$ cat config.mk
export PLATFORM = sky130hd
export DESIGN_NAME = line_clear_engine_flat
export DESIGN_NICKNAME = d
export VERILOG_FILES = /design/src/rtl/line_clear_engine_if.sv /design/src/rtl/line_clear_engine.sv /design/src/flat_wrapper.sv
export SDC_FILE = /design/constraint.sdc
export NUM_CORES = 1
export LEC_CHECK = 0
export CAP_MARGIN = 10
export CORE_ASPECT_RATIO = 2
export CORE_MARGIN = 8
export CORE_UTILIZATION = 40
export CTS_BUF_LIST = sky130_fd_sc_hd__clkbuf_8
export DETAILED_ROUTE_END_ITERATION = 6
export GPL_TIMING_DRIVEN = 0
export PLACE_DENSITY = 0.72
export SETUP_SLACK_MARGIN = 0.4
export SLEW_MARGIN = 15
export SYNTH_ARGS = -nofsm -noshare
export SYNTH_HDL_FRONTEND = slang
export SYNTH_SLANG_ARGS = --single-unit
$ cat constraint.sdc
create_clock -name clk_i -period 3.3 [get_ports clk_i]
set_input_delay 0.825 -clock clk_i [delete_from_list [all_inputs] [get_ports clk_i]]
set_output_delay 0.825 -clock clk_i [all_outputs]
set_load 0.03 [all_outputs]
$ cat src/rtl/line_clear_engine_if.sv
// Matrix memory port bundle between the line-clear engine (master) and the playfield memory (slave).
// Read data is combinational from the read address; writes commit on the clock edge.
interface line_clear_engine_if #(
  parameter int unsigned width_p  = 16,
  parameter int unsigned height_p = 32
);
  localparam int unsigned AddrW = $clog2(height_p);

  logic [AddrW-1:0]   mm_read_addr_o;
  logic [width_p-1:0] mm_read_data_i;
  logic [AddrW-1:0]   mm_write_addr_o;
  logic [width_p-1:0] mm_write_data_o;
  logic               mm_write_v_o;

  modport master (
    output mm_read_addr_o,
    input  mm_read_data_i,
    output mm_write_addr_o,
    output mm_write_data_o,
    output mm_write_v_o
  );

  modport slave (
    input  mm_read_addr_o,
    output mm_read_data_i,
    input  mm_write_addr_o,
    input  mm_write_data_o,
    input  mm_write_v_o
  );
endinterface

$ cat src/rtl/line_clear_engine.sv
// Single-pass bottom-up line clear: drops full rows, compacts survivors downward and
// zero-fills the vacated top rows, reporting cleared count and per-row mask.
module line_clear_engine #(
  parameter int unsigned width_p      = 16,
  parameter int unsigned height_p     = 32,
  parameter bit          early_exit_p = 1'b1,
  parameter bit          debug_p      = 1'b0,
  localparam int unsigned AddrW       = $clog2(height_p),
  localparam int unsigned CntW        = $clog2(height_p + 1)
) (
  input  logic                clk_i,
  input  logic                reset_i,
  input  logic                v_i,
  output logic                ready_o,
  output logic                done_o,
  line_clear_engine_if.master mm,
  output logic [CntW-1:0]     cleared_count_o,
  output logic [height_p-1:0] cleared_mask_o
);

  typedef enum logic [1:0] {StIdle, StScan, StFill, StDone} state_e;

  localparam logic [AddrW-1:0] TopRow = AddrW'(height_p - 1);

  state_e              state_q;
  logic [AddrW-1:0]    rd_q;
  logic [AddrW-1:0]    wr_q;
  logic [CntW-1:0]     cnt_q;
  logic [CntW-1:0]     fill_q;
  logic [height_p-1:0] mask_q;
  logic                ready_q;
  logic                done_q;

  logic            row_full;
  logic            row_zero;
  logic            scan_last;
  logic [CntW-1:0] cnt_incl;

  always_comb begin
    row_full  = &mm.mm_read_data_i;
    row_zero  = ~|mm.mm_read_data_i;
    cnt_incl  = cnt_q + CntW'(row_full);
    // A full row can never be zero, so a full row never triggers early exit.
    scan_last = (rd_q == '0) || (early_exit_p && row_zero);
  end

  assign mm.mm_read_addr_o  = rd_q;
  assign mm.mm_write_addr_o = wr_q;
  assign mm.mm_write_data_o = (state_q == StFill) ? '0 : mm.mm_read_data_i;
  assign mm.mm_write_v_o    = ((state_q == StScan) && !row_full && (wr_q != rd_q)) ||
                              (state_q == StFill);

  assign ready_o         = ready_q;
  assign done_o          = done_q;
  assign cleared_count_o = cnt_q;
  assign cleared_mask_o  = mask_q;

  always_ff @(posedge clk_i) begin
    if (reset_i) begin
      state_q <= StIdle;
      rd_q    <= TopRow;
      wr_q    <= TopRow;
      cnt_q   <= '0;
      fill_q  <= '0;
      mask_q  <= '0;
      ready_q <= 1'b1;
      done_q  <= 1'b0;
    end else begin
      unique case (state_q)
        StIdle: begin
          if (v_i) begin
            rd_q    <= TopRow;
            wr_q    <= TopRow;
            cnt_q   <= '0;
            mask_q  <= '0;
            ready_q <= 1'b0;
            state_q <= StScan;
          end
        end
        StScan: begin
          rd_q <= rd_q - AddrW'(1);
          if (row_full) begin
            mask_q[rd_q] <= 1'b1;
            cnt_q        <= cnt_incl;
          end else begin
            wr_q <= wr_q - AddrW'(1);
          end
          if (scan_last) begin
            if (cnt_incl != '0) begin
              fill_q  <= cnt_incl;
              state_q <= StFill;
            end else begin
              done_q  <= 1'b1;
              state_q <= StDone;
            end
          end
        end
        StFill: begin
          // wr_q may wrap after the final fill write; it is reloaded before any further use.
          wr_q   <= wr_q - AddrW'(1);
          fill_q <= fill_q - CntW'(1);
          if (fill_q == CntW'(1)) begin
            done_q  <= 1'b1;
            state_q <= StDone;
          end
        end
        StDone: begin
          done_q  <= 1'b0;
          ready_q <= 1'b1;
          state_q <= StIdle;
        end
        default: state_q <= StIdle;
      endcase
    end
  end

  if (debug_p) begin : g_debug
    always_ff @(posedge clk_i) begin
      if (!reset_i && (state_q == StFill)) begin
        assert (fill_q != '0)
          else $error("line_clear_engine: fill entered with zero remaining writes");
      end
    end
  end

endmodule

$ cat src/flat_wrapper.sv
// flat-port wrapper written by rule: the top's interface ports become plain ports
module line_clear_engine_flat 
#(
  parameter int unsigned width_p      = 16,
  parameter int unsigned height_p     = 32,
  parameter bit          early_exit_p = 1'b1,
  parameter bit          debug_p      = 1'b0,
  localparam int unsigned AddrW       = $clog2(height_p),
  localparam int unsigned CntW        = $clog2(height_p + 1)
)
  (clk_i, reset_i, v_i, ready_o, done_o, cleared_count_o, cleared_mask_o, mm_mm_read_addr_o, mm_mm_read_data_i, mm_mm_write_addr_o, mm_mm_write_data_o, mm_mm_write_v_o);
  line_clear_engine_if #(.width_p(width_p), .height_p(height_p)) mm_i ();
  input  logic clk_i;
  input  logic reset_i;
  input  logic v_i;
  output logic ready_o;
  output logic done_o;
  output logic [CntW-1:0] cleared_count_o;
  output logic [height_p-1:0] cleared_mask_o;
  output wire logic [$bits(mm_i.mm_read_addr_o)-1:0] mm_mm_read_addr_o;
  input wire logic [$bits(mm_i.mm_read_data_i)-1:0] mm_mm_read_data_i;
  output wire logic [$bits(mm_i.mm_write_addr_o)-1:0] mm_mm_write_addr_o;
  output wire logic [$bits(mm_i.mm_write_data_o)-1:0] mm_mm_write_data_o;
  output wire logic [$bits(mm_i.mm_write_v_o)-1:0] mm_mm_write_v_o;
  assign mm_mm_read_addr_o = mm_i.mm_read_addr_o;
  assign mm_i.mm_read_data_i = mm_mm_read_data_i;
  assign mm_mm_write_addr_o = mm_i.mm_write_addr_o;
  assign mm_mm_write_data_o = mm_i.mm_write_data_o;
  assign mm_mm_write_v_o = mm_i.mm_write_v_o;
  line_clear_engine #(.width_p(width_p), .height_p(height_p), .early_exit_p(early_exit_p), .debug_p(debug_p)) u_core (.clk_i(clk_i), .reset_i(reset_i), .v_i(v_i), .ready_o(ready_o), .done_o(done_o), .mm(mm_i), .cleared_count_o(cleared_count_o), .cleared_mask_o(cleared_mask_o));
endmodule
==> flow_metrics.py <==
metrics = {
    "final_layout": {
        "final_cell_mix": "58 x dfxtp_1, 52 x nor2_1, 51 x clkdlybuf4s50_1",
        "layout_commonest_cell": "dfxtp_1",
        "layout.nets": 493,
        "instances_no_fill": 560,
        "fin_area_um2": 4350,
        "syn2layout_area_growth_pct": 44.5,
        "drive_gt1_share_pct": 20.6,
        "diodes": 0,
    },
    "drt": {
        "wl_met3_um": 349,
        "via_count": 2909,
        "dr.pass1.iters": 4,
        "drcViolationCount": 0,
        "m1WireLength_mm": 3.80,
        "wl_per_cell_um": 15.4,
        "via_per_inst": 5.19,
        "wl_met2_mm": 4.32,
        "top_layer_used": "met4",
        "ant_nets": 0,
        "drt-total-wl_mm": 8.62,
        "drtIter0Drc": 144,
    },
    "floorplanning": {
        "fp.dieW_um": 77.4,
        "core_area_um2": 7430,
        "die_y_um": 139,
        "rows": 45,
        "start_util_pct": 40.5,
        "die_area_um2": 10700,
        "pin_count": 86,
    },
    "worst_setup_path": {
        "cp.required_ps": 3530,
        "worst_setup_path_end_kind": "register",
        "rr_startpoint": "u_core.state_q[1]",
        "rrSetupSlack_ps": 930,
        "arrival_ps": 3460,
        "worstRegToRegCells": 8,
        "path_max_fanout": 3,
        "crit_path_start_kind": "input pin",
        "path_class": "in2reg",
        "r2r_end": "u_core.cleared_mask_o[20]",
    },
    "pwr": {
        "leakagePower_nw": 1.69,
        "powerDensity_nw_per_um2": 624,
        "max-vdd-ir-drop_mv": 0.655,
        "finalPower_mw": 2.71,
    },
    "sta": {
        "period_needed_ps": 3230,
        "worst_pin_slew_ps": 704,
        "hold_viol_final": 0,
        "rsz0062_at_grt": "yes",
        "finalClockSkew_ps": 7.41,
        "fin_ws_ps": 71.2,
        "max-slew-margin-rel_pct": 51.7,
        "timing.final.crit_share_pct": 97.8,
        "fmax_ghz": 0.310,
        "setup_tns_ps": 0,
        "drv_slew": 0,
        "finalSetupViolCount": 0,
    },
    "cts": {
        "cts_tree": "done",
        "cts_buffers": 9,
        "insertion_delay_ps": 350,
        "cts_sinks": 58,
        "clockBufferDepth": 2,
        "clkTransAtPathRegs_ps": 70,
        "cts_max_level": 3,
        "cts-root-buf": "clkbuf_8",
    },
    "logic_synthesis": {
        "ys_seq_elements": 58,
        "synthTopCellsByArea": "dfxtp_1 39%, nor2_1 6.5%, a31oi_1 5.4%",
        "ys.warnings.count": 0,
        "synth_seq_area_share_pct": 38.6,
        "synth_compound_area_share_pct": 21.2,
        "synthAdderAreaFrac_pct": 5.40,
        "ys.flop_type": "dfxtp_1",
        "ys_types": 61,
        "synth_edf_count": 0,
        "async_flop_share_pct": 0,
        "syn_avg_cell_area_um2": 8.56,
        "syn_inst": 352,
        "synth_area_um2": 3010,
        "synth_top_family_by_area": "simple AND/OR/NAND/NOR gates",
        "synthMuxAreaShare_pct": 1.87,
        "yosysTopAreaCellShare_pct": 38.6,
        "syn_nets": 384,
        "yosysTopAreaCell": "dfxtp_1",
        "synthXorXnorAreaFrac_pct": 4.65,
        "synth-simple-area-share_pct": 23.2,
    },
    "global_route": {
        "grt_pass1_vias": 2786,
        "grt_pass1_wl_mm": 13.8,
        "grt_overflow_total": 0,
        "antenna_found_initial": 0,
        "track_usage_pct": 15.7,
        "grt_max_degree": 12,
    },
    "min_path": {
        "hold_class": "reg2reg",
        "min_to": "u_core.cleared_mask_o[27]",
        "worstHoldStart": "u_core.cleared_mask_o[27]",
        "worst_hold_path.num_cells": 2,
    },
    "placed_design": {
        "dp_slack_ps": -841,
        "placed_cell_area_um2": 4000,
        "place_congestion": 0.829,
        "placed_cells": 530,
        "io_buffers": 84,
        "dp_hpwl_mm": 6.16,
    },
    "run_status": {
        "status": "finished clean",
    },
    "job": {
        "drv_cap": 0,
    },
}
timing repair:
| action | in CTS | in global routing |
|---|---|---|
| pin swaps | 15 | 9 |
| hold buffers | 0 | 0 |
| endpoints found under the setup margin | 26 | 25 |
| gates resized for setup | 110 | 43 |
| buffers inserted | 10 | 4 |
critical path: stages:
cell	delay (ps)
buf_6	70
nand4_1	90
or4_4	540
buf_6	140
clkinv_4	40
ha_4	120
ha_4	190
or4_4	430
o22ai_4	120
nand4_1	180
a2111oi_4	350
mux2_1	350
cells by family (layout without fill, tap and decap cells):
logic type	count (synthesis)	in the layout
mux	5	5
simple gates	135	135
buf+inv	38	152
flops	58	58
fa+ha+maj	13	13
xor+xnor	16	16
compound gates	87	87
flip-flops by register name, indices dropped and copies added, names as in the netlist:
register                   count
u_core.ready_o                 1
u_core.cleared_mask_o         32
u_core.state_q                 2
u_core.cleared_count_o         6
u_core.done_o                  1
u_core.mm.mm_read_addr_o       5
u_core.mm.mm_write_addr_o      5
u_core.fill_q                  6
Yosys cell counts, types with 3 or more instances:
library cell and instances:
dfxtp_1 58, nor2_1 52, a31oi_1 26, a21oi_1 18
clkbuf_1 18, nor2b_1 17, nand2_1 15, inv_1 14
ha_1 13, nand2b_1 10, xnor2_1 8, xor2_1 8
a211oi_1 6, nor4_1 6, nand4_1 5, nand3_1 4
nor3_1 4, nor3b_1 4, o32ai_2 4, or3_1 4
a22oi_1 3, buf_2 3, mux2i_1 3, o21ai_0 3
or2_2 3
final cells by class:
| class | count | area, µm² |
|---|---|---|
| Sequential cell | 58 | 1160 |
| Inverter | 15 | 61.3 |
| Clock buffer | 10 | 138 |
| Fill cell | 706 | 3080 |
| Clock inverter | 6 | 90.1 |
| Timing Repair Buffer | 98 | 895 |
| Buffer | 23 | 109 |
| Multi-Input combinational cell | 256 | 1780 |
| Tap cell | 94 | 118 |
through the flow:
step / util [%] / hold WS (ps)
3_3_place_gp: 53.9 / 447
4_1_cts: 57.7 / 470
5_1_grt: 58.6 / 488
6_report: 58.6 / 468
2_1_floorplan: - / 483
3_5_place_dp: 53.9 / 454
metal layers:
metal	vias up	track usage, %
met5	-	0
met4	0	7.31
met3	12	3.18
met2	53	25.8
met1	1371	18.8
li1	1473	-
worst max path at each step:
stage,endpoint,startpoint,slack [ps]
after global routing,u_core.done_o,mm_mm_read_data_i[1],-7
after CTS,u_core.done_o,mm_mm_read_data_i[7],-70
after floorplan,u_core.fill_q[1],mm_mm_read_data_i[0],-110
final,u_core.done_o,mm_mm_read_data_i[1],70
after detailed placement,u_core.done_o,mm_mm_read_data_i[0],-840
after global placement,u_core.done_o,mm_mm_read_data_i[0],-830
report_power, final:
part	switching [mW]	total (mW)	internal (mW)
clock	0.298	0.744	0.446
sequential	0.0540	0.806	0.752
combinational	0.727	1.16	0.437
Note: power is estimated with default switching activity, not from simulation.
